`src/rtl/serial_adder_ctrl.sv`:
```
// Bit-serial adder/subtractor: one sum/carry slice per cycle, WIDTH-bit result
// with start/busy/done handshake, carry-out and signed-overflow flags.
module serial_adder_ctrl #(
  parameter int unsigned WIDTH = 32
) (
  input  logic             i_clk,
  input  logic             i_rst_n,
  input  logic             i_start,
  input  logic             i_sub,
  input  logic [WIDTH-1:0] i_data_a,
  input  logic [WIDTH-1:0] i_data_b,
  output logic             o_busy,
  output logic             o_done,
  output logic [WIDTH-1:0] o_data,
  output logic             o_carry,
  output logic             o_overflow
);

  localparam int unsigned CNT_W = (WIDTH > 1) ? $clog2(WIDTH) : 1;
  localparam logic [CNT_W-1:0] LAST = CNT_W'(WIDTH - 1);

  typedef enum logic [1:0] {IDLE, RUN, DONE} state_t;

  state_t           state;
  logic [WIDTH-1:0] sa;
  logic [WIDTH-1:0] sb;
  logic [WIDTH-1:0] res;
  logic             carry_ff;
  logic [CNT_W-1:0] cnt;

  logic half_sum;
  logic half_gen;
  logic slice_sum;
  logic slice_carry;

  // Full-adder slice from two half-adder stages plus an OR
  always_comb begin
    half_sum    = sa[0] ^ sb[0];
    half_gen    = sa[0] & sb[0];
    slice_sum   = half_sum ^ carry_ff;
    slice_carry = half_gen | (half_sum & carry_ff);
  end

  always_ff @(posedge i_clk or negedge i_rst_n) begin
    if (!i_rst_n) begin
      state      <= IDLE;
      sa         <= '0;
      sb         <= '0;
      res        <= '0;
      carry_ff   <= 1'b0;
      cnt        <= '0;
      o_busy     <= 1'b0;
      o_done     <= 1'b0;
      o_data     <= '0;
      o_carry    <= 1'b0;
      o_overflow <= 1'b0;
    end else begin
      o_done <= 1'b0;
      case (state)
        // DONE accepts a new request exactly like IDLE (back-to-back operation)
        IDLE, DONE: begin
          if (i_start) begin
            sa       <= i_data_a;
            sb       <= i_data_b ^ {WIDTH{i_sub}};
            carry_ff <= i_sub;
            cnt      <= '0;
            o_busy   <= 1'b1;
            state    <= RUN;
          end else begin
            state <= IDLE;
          end
        end
        RUN: begin
          sa       <= sa >> 1;
          sb       <= sb >> 1;
          res      <= {slice_sum, res[WIDTH-1:1]};
          carry_ff <= slice_carry;
          if (cnt == LAST) begin
            // carry_ff here is the carry into the MSB slice
            cnt        <= '0;
            o_busy     <= 1'b0;
            o_done     <= 1'b1;
            o_data     <= {slice_sum, res[WIDTH-1:1]};
            o_carry    <= slice_carry;
            o_overflow <= carry_ff ^ slice_carry;
            state      <= DONE;
          end else begin
            cnt <= cnt + CNT_W'(1);
          end
        end
        default: begin
          o_busy <= 1'b0;
          state  <= IDLE;
        end
      endcase
    end
  end

endmodule
```
`config.mk`:
```
export PLATFORM = sky130hd
export DESIGN_NAME = serial_adder_ctrl
export DESIGN_NICKNAME = d
export VERILOG_FILES = /design/src/rtl/serial_adder_ctrl.sv
export SDC_FILE = /design/constraint.sdc
export NUM_CORES = 1
export LEC_CHECK = 0
export ABC_CLOCK_PERIOD_IN_PS = 4900
export CAP_MARGIN = 25
export CORE_MARGIN = 3
export CORE_UTILIZATION = 50
export DETAILED_ROUTE_END_ITERATION = 10
export PLACE_DENSITY = 0.76
export SETUP_SLACK_MARGIN = 0.05
export SYNTH_ARGS = -nofsm -noshare
export SYNTH_HDL_FRONTEND = slang
export SYNTH_SLANG_ARGS = --single-unit
```
`constraint.sdc`:
```
create_clock -name i_clk -period 4.9 [get_ports i_clk]
set_clock_uncertainty 0.1 [all_clocks]
set_input_delay 0.98 -clock i_clk [delete_from_list [all_inputs] [get_ports i_clk]]
set_output_delay 0.98 -clock i_clk [all_outputs]
set_load 0.01 [all_outputs]
```
==> impl_summary.log, run 1 <==
[metrics] syn_area_per_cell: 11.2 sq um
[metrics] final number of setup-violating endpoints: 0
[metrics] vias in the first global route: 4254
[metrics] cell depth of the worst flop-to-flop path: 4
[metrics] total overflow reported by the global router: 0
[metrics] NumNets Final: 688
[metrics] sinks on the clock net: 139
[metrics] worst min-delay path startpoint: res[17]
[metrics] series of cell instances along the critical path: clkdlybuf4s50_1
[metrics] layout filler cell count: 881
[metrics] origin of the worst setup path: o_data[31]
[metrics] switching power: 1.46 mW
[metrics] post-detailed-placement half-perimeter wirelength: 7430 microns
[metrics] master cell of the clock root buffer: sky130_fd_sc_hd__clkbuf_16
[metrics] first-pass GRT wire length: 20500 microns
[metrics] number of remaining DRC errors: 0
[metrics] share of the yosys chip area belonging to registers: 58.9%
[metrics] sum of buffers and inverters on the critical path: 1
[metrics] clk slew on worst S/H paths: 60 ps
[metrics] internal portion of total power: 3.21 mW
[metrics] vias after detailed routing: 4235
[metrics] residual antenna-violating net count after detailed routing: 0
[metrics] data required time of the critical path: 3820 ps
[metrics] Bufs on Longest Clock Path: 2
[metrics] number of cells on the critical path: 1
[metrics] htree depth: 4
[metrics] Final Hold Slack: about 390 ps
[metrics] global placer's final weighted congestion: 0.739
[metrics] worst hold-check path type: reg -> reg
[metrics] Final Max Slew Viols: 0
[metrics] count of distinct cell types in the synthesized netlist: 30
[metrics] combinational cell fraction of total power: 29.6%
[metrics] CTS Hold Buffers Added: 0
[metrics] RSZ-0062 raised after global routing: no
[metrics] post-synth design cell area: 0.00591 sq mm
[metrics] flip-flop and latch count after synthesis: 139
[metrics] initial antenna violation count: 0
[metrics] number of CTS-inserted buffers: 17
[metrics] worst max-slew margin expressed relative to the limit: 42.0%
[metrics] Floorplan Core Area: 0.0115 sq mm
[metrics] clock period minus worst slack: 2440 ps
[metrics] drt first-iter violations: 401
[metrics] CTS-repair resized insts: 0
[metrics] count of antenna diodes in the layout: 0
[metrics] CTS tree: done
[metrics] clock network latency to the later pin of the worst-skew pair: 410 ps
[metrics] Placed Cells incl. Taps: 741
[metrics] Area growth, synth to finish: 28.2%
[metrics] path type of the worst setup path: reg -> out
[metrics] non-filler instance count after layout: 772
[metrics] Critical Path AT: around 1400 ps
[metrics] nature of the critical path startpoint: flip-flop
[metrics] count of flip-flops with a built-in enable after synthesis: 0
[metrics] most common cell after layout, fill and taps aside: sky130_fd_sc_hd__dfrtp_1
[metrics] cell at the slowest stage of the critical path: sky130_fd_sc_hd__clkdlybuf4s50_1
[metrics] Starting Density: 51.5%
[metrics] port buffer count: 103
[metrics] maximum vdd drop: 0.000389 V
[metrics] I/O pin count: roughly 100
[metrics] sequential fraction of design power: between 40% and 50%
[metrics] gate family responsible for the most delay along the worst path: buffers and inverters
[metrics] DR WL/cell: 15.6 microns
[metrics] Setup TNS Final: 0 ps
[metrics] Synth async-reset ratio: 100%
[metrics] synthesized instance count: 529
[metrics] max-cap viol count: 0
[metrics] critical path endpoint: o_data[31]
[metrics] fin util: 66.0%
[metrics] area used by multi-input combinational logic: 0.00220 sq mm
[metrics] fin crit share: 49.8%
[metrics] syn_nets: 600
[metrics] Die X: 115 microns
[metrics] register-to-register setup slack: 2600 ps
[metrics] die boundary height: 115 microns
[metrics] commonest cells after routing, fill and taps aside: sky130_fd_sc_hd__dfrtp_1 (139), sky130_fd_sc_hd__nand2_1 (129), sky130_fd_sc_hd__clkdlybuf4s50_1 (101)
[metrics] Pre-Repair DR Iteration Count: 8
[metrics] leakage: 3.51 nW
[metrics] upper clock frequency limit: between 400 and 500 MHz
[metrics] Max Fanout on Critical Path: 2
[metrics] Reg2Reg Capture Point: sa[24]
[metrics] number of standard-cell rows in the floorplan: 39
[metrics] result of the run: complete, no violations
[metrics] Power, Total: between 4 and 5 mW
[metrics] clock share of power: approximately 28%
[metrics] Die Area: 0.0132 sq mm
[metrics] share of layout cells above drive strength 1: about 7.2%
[metrics] slew at the pin closest to its max-slew limit: 870 ps
[metrics] power density cells: 617 mW/mm^2
[metrics] slowest stage delay, CP: 570 ps
[metrics] yosys warns: 0
[metrics] commonest register cell after synthesis: sky130_fd_sc_hd__dfrtp_1
[metrics] count of final hold-check violations: 0
[metrics] switching share of power: between 30% and 40%
[metrics] sequential cell area: 0.00348 sq mm
[metrics] drt total wl: 12100 microns
[metrics] CP Capture Type: output pin
[metrics] global router's overall resource usage: 19.5%
[metrics] buffers inserted during post-CTS setup optimization: 0
[metrics] pin count of the biggest net entering global routing: 98
[metrics] detailed-route vias per instance: around 5.5
[metrics] launch instance of the worst register-to-register path: state[0]
state kept, by name (all words and copies together) (netlist names):
register and count:
o_data 32, sa 32, sb 32, res 31, cnt 5, state 2, carry_ff 1, o_busy 1
o_carry 1, o_done 1, o_overflow 1
worst min path at each step:
stage / endpoint / slack (ps) / depth (start not counted)
after floorplan: res[1] / 340 / 2
after global placement: res[1] / 350 / 2
after detailed placement: res[1] / 380 / 2
after CTS: res[16] / 390 / 2
after global routing: res[30] / 410 / 2
final: res[16] / 390 / 2
synthesized netlist by cell type (all sizes together), types with 3 or more instances:
library cell	n	area [sq um]
a22o	4	35.0
nand3	33	165
a221o	31	310
clkbuf	9	33.8
o21ai	3	15.0
xnor2	32	280
dfrtp	139	3480
mux2	34	383
nand2b	3	18.8
nand2	129	484
buf	31	206
a22oi	32	240
nor2	34	135
kinds of logic after synthesis:
kind of cell	Yosys count	synth area share, %
AOI/OAI and AO/OA	74	10.6
xor gates and xnor gates	33	4.89
adders and majority gates	3	0.762
buffers and inverters	42	4.19
DFF	139	58.9
muxes	34	6.48
and+or+nand+nor	204	14.2
metal layers:
metal	part of all wire, %	vias up	GRT usage, %
met3	5.4	10	5.29
li1	-	1999	-
met1	45	2103	26.3
met5	0	-	0
met4	0.90	0	5.71
met2	49	123	31.3
metrics by stage:
stage	worst slack, ps	cell area (sq um)
final	2460	7570
after global routing	2420	7570
after CTS	2430	7570
after detailed placement	2120	6950
after global placement	1990	6930
after floorplan	2870	5910
layout make-up:
class                   count  area share [%]
inverters                   2          0.0992
clock buffers              20            5.90
multi-input cells         348            29.0
repair buffers            109            14.4
clock inverters            11            2.25
flip-flops and latches    139            46.0
well taps                 143            2.36
power by group through the flow:
stage | registers, mW | logic (mW) | clock network (mW)
3_5_place_dp | 1.96 | 1.40 | 0
3_3_place_gp | 1.94 | 1.32 | 0
5_1_grt | 2.02 | 1.55 | 1.41
2_1_floorplan | 1.93 | 0.887 | 0
6_report | 1.96 | 1.38 | 1.33
4_1_cts | 1.96 | 1.40 | 1.35
Power figures use the tool's default switching activity.
==> run 2: changes to the inputs <==
--- a/config.mk
+++ b/config.mk
@@ -5,12 +5,12 @@
 export SDC_FILE = /design/constraint.sdc
 export NUM_CORES = 1
 export LEC_CHECK = 0
-export ABC_CLOCK_PERIOD_IN_PS = 4900
+export ABC_CLOCK_PERIOD_IN_PS = 2170
 export CAP_MARGIN = 25
 export CORE_MARGIN = 3
-export CORE_UTILIZATION = 50
+export CORE_UTILIZATION = 48
 export DETAILED_ROUTE_END_ITERATION = 10
-export PLACE_DENSITY = 0.76
+export PLACE_DENSITY = 0.77
 export SETUP_SLACK_MARGIN = 0.05
 export SYNTH_ARGS = -nofsm -noshare
 export SYNTH_HDL_FRONTEND = slang
==> constraint.sdc (replaced) <==
create_clock -name i_clk -period 2.17 [get_ports i_clk]
set_clock_uncertainty 0.1 [all_clocks]
set_input_delay 0.434 -clock i_clk [delete_from_list [all_inputs] [get_ports i_clk]]
set_output_delay 0.434 -clock i_clk [all_outputs]
set_load 0.01 [all_outputs]
==> run 2 against run 1 <==
- non-clock buffer count rose by 9
- critical path type is now reg -> reg
- cell area rose by 0.94%
- critical path depth increased by 5
- sequential cell count unchanged
- total power increased by 120%
- critical endpoint is now o_data[6]
==> impl_summary.log, run 2 (synthesis gave the netlist of run 1 again) <==
[metrics] result of the run: complete, no violations
[metrics] Max Fanout on Critical Path: 37 (+35)
[metrics] count of antenna diodes in the layout: 0 (unchanged)
[metrics] NumNets Final: 697 (+1.3%)
[metrics] Die X: 117 microns (+2.0%)
[metrics] sinks on the clock net: 139 (unchanged)
[metrics] worst max-slew margin expressed relative to the limit: 47.7% (+5.6 points)
[metrics] clk slew on worst S/H paths: 60 ps (about the same)
[metrics] upper clock frequency limit: 497 MHz
[metrics] final number of setup-violating endpoints: 0 (unchanged)
[metrics] residual antenna-violating net count after detailed routing: 0 (unchanged)
[metrics] launch instance of the worst register-to-register path: cnt[0]
[metrics] drt first-iter violations: 329 (-18%)
[metrics] biggest registers after layout: o_data x32, sa x32, sb x32
[metrics] clock network latency to the later pin of the worst-skew pair: 410 ps (about the same)
[metrics] maximum vdd drop: 0.000954 V (+150%)
[metrics] register-to-register setup slack: 160 ps (-2440 ps)
[metrics] drt total wl: 12200 microns (+1.3%)
[metrics] Hold Crit Endpoint: res[19]
[metrics] global router's overall resource usage: 19.1% (-0.44 points)
[metrics] path type of the worst setup path: reg -> reg
[metrics] count of final hold-check violations: 0 (unchanged)
[metrics] port buffer count: 103 (unchanged)
[metrics] number of CTS-inserted buffers: 17 (unchanged)
[metrics] fin util: 65.2% (-0.77 points)
[metrics] global placer's final weighted congestion: 0.755 (+2.2%)
[metrics] slew at the pin closest to its max-slew limit: 783 ps (-86.6 ps)
[metrics] Starting Density: 50.4% (-1.1 points)
[metrics] CTS-repair resized insts: 0 (unchanged)
[metrics] CP Capture Type: flip-flop
[metrics] buffers inserted during post-CTS setup optimization: 0 (unchanged)
[metrics] worst hold-check path type: reg -> reg
[metrics] nature of the critical path startpoint: flip-flop
[metrics] data required time of the critical path: 2360 ps (-1460 ps)
[metrics] number of standard-cell rows in the floorplan: 39 (unchanged)
[metrics] Area growth, synth to finish: 29.4%
[metrics] clock period minus worst slack: between 2000 and 2500 ps
[metrics] Floorplan Core Area: 0.0117 sq mm (+2.1%)
[metrics] Pre-Repair DR Iteration Count: 4 (-4)
[metrics] Final Hold Slack: 384 ps (-2.58 ps)
[metrics] max-cap viol count: 0 (unchanged)
[metrics] worst min-delay path startpoint: res[20]
[metrics] die boundary height: 117 microns (+2.0%)
[metrics] CTS tree: done
[metrics] cell depth of the worst flop-to-flop path: 6 (+2)
[metrics] total overflow reported by the global router: 0 (unchanged)
[metrics] most common cell after layout, fill and taps aside: sky130_fd_sc_hd__dfrtp_1
[metrics] leakage: 3.56 nW (+1.3%)
[metrics] post-detailed-placement half-perimeter wirelength: 8010 microns (+7.9%)
[metrics] I/O pin count: 104 (unchanged)
[metrics] commonest cells after routing, fill and taps aside: sky130_fd_sc_hd__dfrtp_1 (139), sky130_fd_sc_hd__nand2_1 (129), sky130_fd_sc_hd__clkdlybuf4s50_1 (101)
[metrics] detailed-route vias per instance: 5.46 (-0.56%)
[metrics] Bufs on Longest Clock Path: 2 (unchanged)
[metrics] Setup TNS Final: 0 ps (unchanged)
[metrics] share of layout cells above drive strength 1: 8.76% (+1.6 points)
[metrics] Final Max Slew Viols: 0 (unchanged)
[metrics] pin count of the biggest net entering global routing: 72 (-27%)
[metrics] htree depth: 4 (unchanged)
[metrics] RSZ-0062 raised after global routing: no
[metrics] DR WL/cell: 15.6 microns (about the same)
[metrics] Critical Path AT: 2200 ps (+840 ps)
[metrics] number of cells on the worst hold path: 2 (unchanged)
[metrics] power density cells: 1370 mW/mm^2 (+120%)
[metrics] number of remaining DRC errors: 0 (unchanged)
[metrics] first-pass GRT wire length: 20600 microns (+0.64%)
[metrics] initial antenna violation count: 0 (unchanged)
[metrics] vias in the first global route: 4355 (+2.4%)
[metrics] Die Area: 0.0137 sq mm (+3.9%)
[metrics] master cell of the clock root buffer: sky130_fd_sc_hd__clkbuf_16
[metrics] layout filler cell count: 930 (+5.6%)
[metrics] Reg2Reg Capture Point: o_data[6]
[metrics] vias after detailed routing: 4266 (+0.73%)
[metrics] fin crit share: 92.6%
## run 2: cell types whose count changed in the layout (fill, tap and decap cells not counted), moves of 2 or more
| cell | before | now |
|---|---|---|
| sky130_fd_sc_hd__buf_12 | 0 | 4 |
| sky130_fd_sc_hd__inv_8 | 0 | 3 |
| sky130_fd_sc_hd__clkinv_2 | 2 | 0 |
| sky130_fd_sc_hd__inv_6 | 0 | 5 |
| sky130_fd_sc_hd__buf_4 | 5 | 10 |
| sky130_fd_sc_hd__clkbuf_1 | 2 | 0 |
| sky130_fd_sc_hd__bufinv_16 | 4 | 1 |
## run 2: layout make-up
class	count	area, sq um	share of cell area [%]
Clock inverter	14	149	1.95
Sequential cell	139	3480	45.5
Inverter	2	7.51	0.0982
Timing Repair Buffer	118	1190	15.6
Tap cell	143	179	2.34
Multi-Input combinational cell	348	2200	28.7
Clock buffer	18	439	5.75
## run 2: metrics by stage
step | setup WS [ps] | area [sq um] | instances | power [mW]
6_report | 160 | 7640 | 782 | 10.4
5_1_grt | 52.7 | 7640 | 782 | 11.2
4_1_cts | 145 | 7640 | 782 | 10.5
3_5_place_dp | 5.78 | 7040 | 749 | 7.67
3_3_place_gp | 71.8 | 7040 | 749 | 7.44
2_1_floorplan | 187 | 5910 | 529 | 6.37
## run 2: where the power goes
group / switching [mW] / leakage, nW / internal (mW)
clock network: 1.19 / 0.284 / 1.65
registers: 0.732 / 1.76 / 3.71
logic: 1.52 / 1.52 / 1.64
## run 2: routing by layer
| layer | wire [microns] | up-vias | GRT usage (%) |
|---|---|---|---|
| li1 | - | 2021 | - |
| met1 | 5460 | 2097 | 25.9 |
| met2 | 6090 | 136 | 30.8 |
| met3 | 527 | 12 | 4.37 |
| met4 | 150 | 0 | 5.89 |
| met5 | 0 | - | 0 |
## run 2: worst max path at each step
| stage | depth (start not counted) | startpoint | endpoint |
|---|---|---|---|
| floorplan | 7 | cnt[0] | o_data[23] |
| global placement | 4 | i_start | cnt[0] |
| detailed placement | 4 | i_start | sb[5] |
| CTS | 6 | cnt[0] | o_data[28] |
| global route | 6 | cnt[0] | o_data[29] |
| finish | 6 | cnt[0] | o_data[6] |
## run 2: what timing repair did
action	in CTS	in global routing
endpoints found under the setup margin	0	0
hold buffers	1	0
hold endpoints to repair	43	0
## run 2: worst max-delay path: stages, from the launching register on
cell	delay (ps)
sky130_fd_sc_hd__dfrtp_1	410
sky130_fd_sc_hd__ha_1	230
sky130_fd_sc_hd__and3_1	180
sky130_fd_sc_hd__ha_1	220
sky130_fd_sc_hd__nand3b_1	140
sky130_fd_sc_hd__buf_12	240
sky130_fd_sc_hd__mux2_1	360
==> run 3: changes to the inputs <==
--- a/config.mk
+++ b/config.mk
@@ -10,6 +10,7 @@
 export CORE_MARGIN = 3
 export CORE_UTILIZATION = 48
 export DETAILED_ROUTE_END_ITERATION = 10
+export HOLD_SLACK_MARGIN = 0.03
 export PLACE_DENSITY = 0.77
 export SETUP_SLACK_MARGIN = 0.05
 export SYNTH_ARGS = -nofsm -noshare
==> results of run 3 <==
No change in the layout: final DEF, timing and power equal those of run 2.
